===== src/rtl/circular_shift_controller_pkg.sv =====
// Shared definitions for the circular shift controller: default widths,
// state encodings and the single-step right-rotate helper.
package circular_shift_controller_pkg;

    localparam int CSC_WIDTH = 5;
    localparam int CSC_CNT_W = 4;

    typedef enum logic [1:0] {
        CSC_IDLE   = 2'd0,
        CSC_LOAD   = 2'd1,
        CSC_ROTATE = 2'd2,
        CSC_DONE   = 2'd3
    } csc_state_e;

    // One right rotation: the LSB wraps around into the MSB.
    function automatic logic [CSC_WIDTH-1:0] rotr1(input logic [CSC_WIDTH-1:0] v);
        return {v[0], v[CSC_WIDTH-1:1]};
    endfunction

endpackage


===== src/rtl/circular_shift_controller_rotreg.sv =====
// 5-bit rotate-right register. A load wins over a shift in the same cycle.
module rotate_right_register_5bit
    import circular_shift_controller_pkg::*;
(
    input  logic                 clock,
    input  logic                 clear,
    input  logic                 load,
    input  logic [CSC_WIDTH-1:0] load_value,
    input  logic                 shift,
    output logic [CSC_WIDTH-1:0] q
);

    logic [CSC_WIDTH-1:0] q_q;

    always_ff @(posedge clock) begin
        if (clear) begin
            q_q <= '0;
        end else if (load) begin
            q_q <= load_value;
        end else if (shift) begin
            q_q <= rotr1(q_q);
        end
    end

    assign q = q_q;

endmodule


===== src/rtl/circular_shift_controller.sv =====
// Sequencer that loads a pattern into the rotate register and rotates it right
// once per unheld cycle until the captured count runs out, then pulses done.
module circular_shift_controller
    import circular_shift_controller_pkg::*;
#(
    parameter int WIDTH = CSC_WIDTH,
    parameter int CNT_W = CSC_CNT_W
) (
    input  logic             clock,
    input  logic             clear,
    input  logic             start,
    input  logic [WIDTH-1:0] pattern,
    input  logic [CNT_W-1:0] rotations,
    input  logic             hold,
    output logic [WIDTH-1:0] q,
    output logic             busy,
    output logic             step,
    output logic             done,
    output logic [CNT_W-1:0] remaining
);

    csc_state_e       state_q;
    logic [WIDTH-1:0] pattern_q;
    logic [CNT_W-1:0] rotations_q;
    logic [CNT_W-1:0] remaining_q;
    logic [CNT_W-1:0] remaining_d;
    logic             busy_q;
    logic             step_q;
    logic             done_q;
    logic             load_en;
    logic             rotate_en;

    // The remaining != 0 term keeps the counter from ever wrapping below zero.
    assign load_en     = (state_q == CSC_LOAD);
    assign rotate_en   = (state_q == CSC_ROTATE) && !hold && (remaining_q != '0);
    assign remaining_d = remaining_q - CNT_W'(1);

    always_ff @(posedge clock) begin
        if (clear) begin
            state_q     <= CSC_IDLE;
            pattern_q   <= '0;
            rotations_q <= '0;
            remaining_q <= '0;
            busy_q      <= 1'b0;
            step_q      <= 1'b0;
            done_q      <= 1'b0;
        end else begin
            step_q <= 1'b0;
            done_q <= 1'b0;
            case (state_q)
                CSC_IDLE: begin
                    if (start) begin
                        pattern_q   <= pattern;
                        rotations_q <= rotations;
                        busy_q      <= 1'b1;
                        state_q     <= CSC_LOAD;
                    end
                end
                CSC_LOAD: begin
                    remaining_q <= rotations_q;
                    if (rotations_q != '0) begin
                        state_q <= CSC_ROTATE;
                    end else begin
                        done_q  <= 1'b1;
                        state_q <= CSC_DONE;
                    end
                end
                CSC_ROTATE: begin
                    if (rotate_en) begin
                        remaining_q <= remaining_d;
                        step_q      <= 1'b1;
                        if (remaining_q == CNT_W'(1)) begin
                            done_q  <= 1'b1;
                            state_q <= CSC_DONE;
                        end
                    end
                end
                CSC_DONE: begin
                    busy_q  <= 1'b0;
                    state_q <= CSC_IDLE;
                end
                default: state_q <= CSC_IDLE;
            endcase
        end
    end

    rotate_right_register_5bit u_rotreg (
        .clock      (clock),
        .clear      (clear),
        .load       (load_en),
        .load_value (pattern_q),
        .shift      (rotate_en),
        .q          (q)
    );

    assign busy      = busy_q;
    assign step      = step_q;
    assign done      = done_q;
    assign remaining = remaining_q;

endmodule


===== config.mk =====
export PLATFORM = sky130hd
export DESIGN_NAME = circular_shift_controller
export DESIGN_NICKNAME = d
export VERILOG_FILES = /design/src/rtl/circular_shift_controller_pkg.sv /design/src/rtl/circular_shift_controller_rotreg.sv /design/src/rtl/circular_shift_controller.sv
export SDC_FILE = /design/constraint.sdc
export NUM_CORES = 1
export LEC_CHECK = 0
export ABC_AREA = 0
export ABC_CLOCK_PERIOD_IN_PS = 3600
export CORE_UTILIZATION = 50
export DETAILED_ROUTE_END_ITERATION = 8
export PLACE_DENSITY = 0.76
export SETUP_SLACK_MARGIN = 0.2
export SLEW_MARGIN = 20
export SYNTH_ARGS = -nofsm -noshare
export SYNTH_HDL_FRONTEND = slang
export SYNTH_SLANG_ARGS = --single-unit

===== constraint.sdc =====
create_clock -name clock -period 3.6 [get_ports clock]
set_clock_uncertainty 0.2 [all_clocks]
set_input_delay 0.72 -clock clock [delete_from_list [all_inputs] [get_ports clock]]
set_output_delay 0.72 -clock clock [all_outputs]
set_load 0.01 [all_outputs]

; Yosys cells after proc, flatten, opt, wreduce, memory -nomap -nowiden
; Index checks and enable logic that the tools add are counted.
[op_classes]
div_mod_pow = 0
n_bitwise = 1
eq_ne = 7
n_reduce_logical = 14
n_shift = 0
magnitude_cmp = 0
n_addsub = 1
mul = 0
muxes = 16
[op_table]
columns = op, count
row1 = $mux 5, 2
row2 = $pmux 2 s4, 1
row3 = $pmux 4 s2, 1
row4 = $reduce_bool 4->1, 2
row5 = $mux 1, 6
row6 = $mux 2, 3
row7 = $reduce_and 2->1, 3
row8 = $reduce_bool 2->1, 3
row9 = $eq 2x2->1 const B, 2
row10 = $eq 4x1->1 const B, 1
row11 = $mux 4, 1
row12 = $ne 2x2->1 const B, 2
row13 = $pmux 1 s2, 2
row14 = $sub 4x1->4 const B, 1
row15 = $reduce_and 3->1, 1
row16 = $eq 2x1->1 const B, 1
row17 = $logic_and 1x1->1, 2
row18 = $logic_not 2->1, 1
row19 = $ne 2x1->1 const B, 1
row20 = $reduce_or 2->1, 1
row21 = $logic_not 1->1, 1
row22 = $not 1->1, 1
[totals]
rom_bits = 0
ff_bits = 23
memories = 0
input_bits = 13
latchBits = 0
output_inout_bits = 12
ramBits = 0
wordCells = 47

; Logic depth before layout (Yosys ltp)
[depth]
depth_word = 5
ltp_mapped = 7
mapped_depth_nobuf = 6

; Hierarchy
; From an unflattened synthesis, not the netlist that was laid out.
[hier_totals]
hier_cells = 133
hier_area_um2 = 1138.6
[by_module_without_submodules]
columns = mod, area_per_inst_um2, n_inst, cells_per_inst, seq_area_each_um2
row1 = circular_shift_controller, 904.6, 1, 111, 360.3
row2 = rotate_right_register_5bit, 234.0, 1, 22, 100.1

; Worst setup path before layout
; OpenSTA, ideal clock, no wires.
[synth_timing]
path_kind = flip-flop to flip-flop
from = register remaining_q[0], in the netlist remaining[0]
to = register state_q[1]
setup_slack_ps = 1680
synth_period_minus_slack_ps = 1920
t_required_ps = 3285
setup_time_ps = 115
path_buffers = 0
stages_incl_launch_ff = 7
arrival_time_ps = 1605
path_cell_list = dfxtp_1 -> inv_1 -> ha_1 -> or4b_4 -> o21ai_4 -> a21oi_1 -> o21ba_1
[synth_via]
elab_chain_len = 4
word_cells_on_any_way = 6
classes_between = eq/ne (3) / reduce/logical (3)
[synth_lines]
columns = item, line_no
row1 = "start, declared", circular_shift_controller.sv:25  ; logic [CNT_W-1:0] remaining_q;
row2 = "start signal, assigned", circular_shift_controller.sv:60  ; remaining_q <= rotations_q;
row3 = "start signal, assigned", circular_shift_controller.sv:70  ; remaining_q <= remaining_d;
row4 = $reduce_bool 4->1, circular_shift_controller.sv:35  ; assign rotate_en = (state_q == CSC_ROTATE) && !hold && (remaining_q != '0);
row5 = $logic_and 1x1->1, circular_shift_controller.sv:35
row6 = $ne 2x2->1 (no source line), --
row7 = $reduce_and 3->1 (no source line) (*), --
row8 = "end signal, assigned", circular_shift_controller.sv:40  ; state_q <= CSC_IDLE;
row9 = "end signal, assigned", circular_shift_controller.sv:56  ; state_q <= CSC_LOAD;
row10 = "end signal, assigned", circular_shift_controller.sv:62  ; state_q <= CSC_ROTATE;
row11 = "end, declared", circular_shift_controller.sv:22  ; csc_state_e state_q;
; Every way passes the cells marked *; elsewhere a longest branch is shown, timed or not.
; A chain may end at the register's enable or synchronous reset.

; Worst setup path after layout
[layout_timing]
from = register remaining_q[2], in the netlist remaining[2]
to = output remaining[2]
[layout_lines]
columns = item, line_no
row1 = "end, declared", circular_shift_controller.sv:19  ; output logic [CNT_W-1:0] remaining
; No word-level cell between the ends.

==> impl_metrics.env <==
export IMPL_cts_hold_buf=0
export IMPL_die_x_um=49.3
export IMPL_p_seq_share_pct=39.9
export IMPL_synthCells=130
export IMPL_fin_crit_sh_pct=63.9
export IMPL_core_area_mm2=0.00204
export IMPL_cts_max_level=1
export IMPL_final_nets=175
export IMPL_synth_edf_count=0
export IMPL_synthTopCellsByCount="nand2_1, dfxtp_1, a21oi_1"
export IMPL_viasPerCell=5.38
export IMPL_row_count=16
export IMPL_clk_insertion_delay_late_ps=310
export IMPL_synth_compound_area_share_pct=21.0
export IMPL_startpoint_type="flop"
export IMPL_fillCellCount=184
export IMPL_synthSimpleGateAreaFrac_pct=19.7
export IMPL_overflow=0
export IMPL_drt_wl_total_um=2320
export IMPL_numPortBuffers=24
export IMPL_setup_viol=0
export IMPL_whs_ps=270
export IMPL_cts_buffers=3
export IMPL_dr_pass1_iters=4
export IMPL_ir_drop_mv=0.400
export IMPL_tns_ps=0
export IMPL_synth_top_area_share_pct=41.2
export IMPL_antennaDiodeCount=0
export IMPL_place_congestion=0.826
export IMPL_power_internal_mw=0.574
export IMPL_worstHoldPathType="flop to flop"
export IMPL_synthFlopType="dfxtp_1"
export IMPL_ys_warn_count=0
export IMPL_grt_max_degree=24
export IMPL_combPwrFrac_pct=47.5
export IMPL_postCtsResizedCells=0
export IMPL_switchingPower_mw=0.371
export IMPL_swShare_pct=39.3
export IMPL_leakage_nw=0.506
export IMPL_wl_per_cell_um=12.9
export IMPL_path_buf_inv=1
export IMPL_postCtsSetupRepairBufs=0
export IMPL_grt_pass1_wl_um=3970
export IMPL_cp_end_kind="primary output"
export IMPL_dieArea_mm2=0.00243
export IMPL_critical_path_slowest_cell="clkdlybuf4s50_1"
export IMPL_clock_sinks=23
export IMPL_synth_area_per_cell_um2=8.60
export IMPL_cp_arrival_ps=1380
export IMPL_drc=0
export IMPL_worstPathMaxFanout=7
export IMPL_powerDensity_mw_per_mm2=674
export IMPL_async_reset_ff_share_pct=0
export IMPL_first_global_vias=916
export IMPL_power_share_clock_pct=12.6
export IMPL_root_buffer="clkbuf_4"
export IMPL_max_freq_mhz=435
export IMPL_synth_xor_area_share_pct=0
export IMPL_outcome="complete, no violations"
export IMPL_cts_tree="yes"
export IMPL_synthTopCellsByArea="dfxtp_1, ha_1, nand2_1"
export IMPL_drtIter0Drc=34
export IMPL_min_period_ps=2300
export IMPL_vias=968
export IMPL_synth_top_family_by_area="compound AO/OA/AOI/OAI gates"
export IMPL_crit_chain="clkdlybuf4s50_1"
export IMPL_hold_violations=0
export IMPL_syn_to_final_growth_pct=25.3
export IMPL_initial_utilization_pct=54.8
export IMPL_synth_yosys_seq_area_share_pct=41.2
export IMPL_tightest_slew_ps=808
export IMPL_fp_dieH_um=49.3
export IMPL_slowest_delay_ps=580
export IMPL_yosys_area_top_type="dfxtp_1"
export IMPL_muxShareOfSynthArea_pct=5.48
export IMPL_dp_hpwl_um=1760
export IMPL_yosysMostFrequentCell="nand2_1"
export IMPL_drive_above_1_share_pct=7.84
export IMPL_critPathRequiredTime_ps=2680
export IMPL_io_pins=25
export IMPL_path_class="flop to primary output"
export IMPL_rsz0062_at_grt="no"
export IMPL_syn_area_mm2=0.00112
export IMPL_cts_buffer_depth=2
export IMPL_synth_seq_cells=23
export IMPL_syn_nets=151
export IMPL_yosys_area_share_adder_pct=8.95
export IMPL_cp_top_family="buffers and inverters"
export IMPL_synth_distinct_cells=29
export IMPL_final_max_slew_violation_count=0
export IMPL_grt_antenna_before_repair=0
export IMPL_timing_slew_headroom_pct=46.0
export IMPL_cap_violations=0
export IMPL_drtAntennaViolNets=0
export IMPL_clk_pin_slew_ps=130
export IMPL_grt_usage_pct=21.3
power groups by stage:
stage | registers (mW) | clock network [mW] | logic, mW
floorplan | 0.387 | 0 | 0.287
global placement | 0.379 | 0 | 0.435
detailed placement | 0.385 | 0 | 0.448
CTS | 0.378 | 0.123 | 0.452
global route | 0.388 | 0.135 | 0.499
finish | 0.377 | 0.119 | 0.449
tightest hold or removal path, stage by stage (launching register included):
cell	delay, ps
dfxtp_1	330
nand2_1	50
a21oi_1	50
metal layers:
layer	vias up	track usage, %	share of wire, %
met5	-	0	0
met4	0	8.82	1.2
met3	4	5.61	4.2
met2	27	34.2	48
met1	438	26.7	47
li1	499	-	-
sequential cells by signal, indices dropped and copies added (netlist names):
signal / count
remaining: 4
pattern_q: 5
rotations_q: 4
done: 1
u_rotreg.q: 5
step: 1
busy: 1
state_q: 2
layout by cell type (no fill, tap or decap), drive strengths merged, types with 2 or more instances in the layout:
cell / instances
a211oi: 6
o211ai: 2
a31o: 2
clkbuf: 3
mux2i: 5
ha: 8
o21ai: 4
nand2: 25
nor4: 2
a21oi: 17
o22ai: 2
nor2: 9
inv: 6
nor3b: 2
clkdlybuf4s50: 24
nand2b: 2
dfxtp: 23
through the flow:
stage / cell area [um^2] / util, % / setup WS [ps] / std cells / power, mW
2_1_floorplan: 1120 / - / 1680 / 130 / 0.674
3_3_place_gp: 1370 / 67.3 / 1180 / 176 / 0.814
3_5_place_dp: 1370 / 67.3 / 1150 / 176 / 0.833
4_1_cts: 1400 / 68.6 / 1290 / 180 / 0.953
5_1_grt: 1400 / 68.6 / 1230 / 180 / 1.02
6_report: 1400 / 68.6 / 1300 / 180 / 0.945
area by class of cell:
class                           instances  area, um^2  share of cell area [%]
Sequential cell                        23         460                    32.9
Clock inverter                          1        5.00                   0.357
Multi-Input combinational cell         96         617                    44.0
Timing Repair Buffer                   24         240                    17.1
Inverter                                6        22.5                    1.61
Clock buffer                            3        22.5                    1.61
Tap cell                               27        33.8                    2.41
worst paths after layout:
check               startpoint       endpoint  slack, ps  cells after the start
setup / recovery  remaining[2]   remaining[2]       1300                      1
hold / removal    pattern_q[3]   pattern_q[3]        270                      2
setup reg to reg    state_q[0]  u_rotreg.q[4]       1440                      6
hold reg to reg   pattern_q[3]   pattern_q[3]        270                      2
cell families (layout without fill, tap and decap cells):
logic type / count (synthesis) / in the layout
simple gates: 46 / 46
flops: 23 / 23
fa+ha+maj: 8 / 8
mux: 6 / 6
compound gates: 36 / 36
buf+inv: 11 / 34
Power figures use the tool's default switching activity.
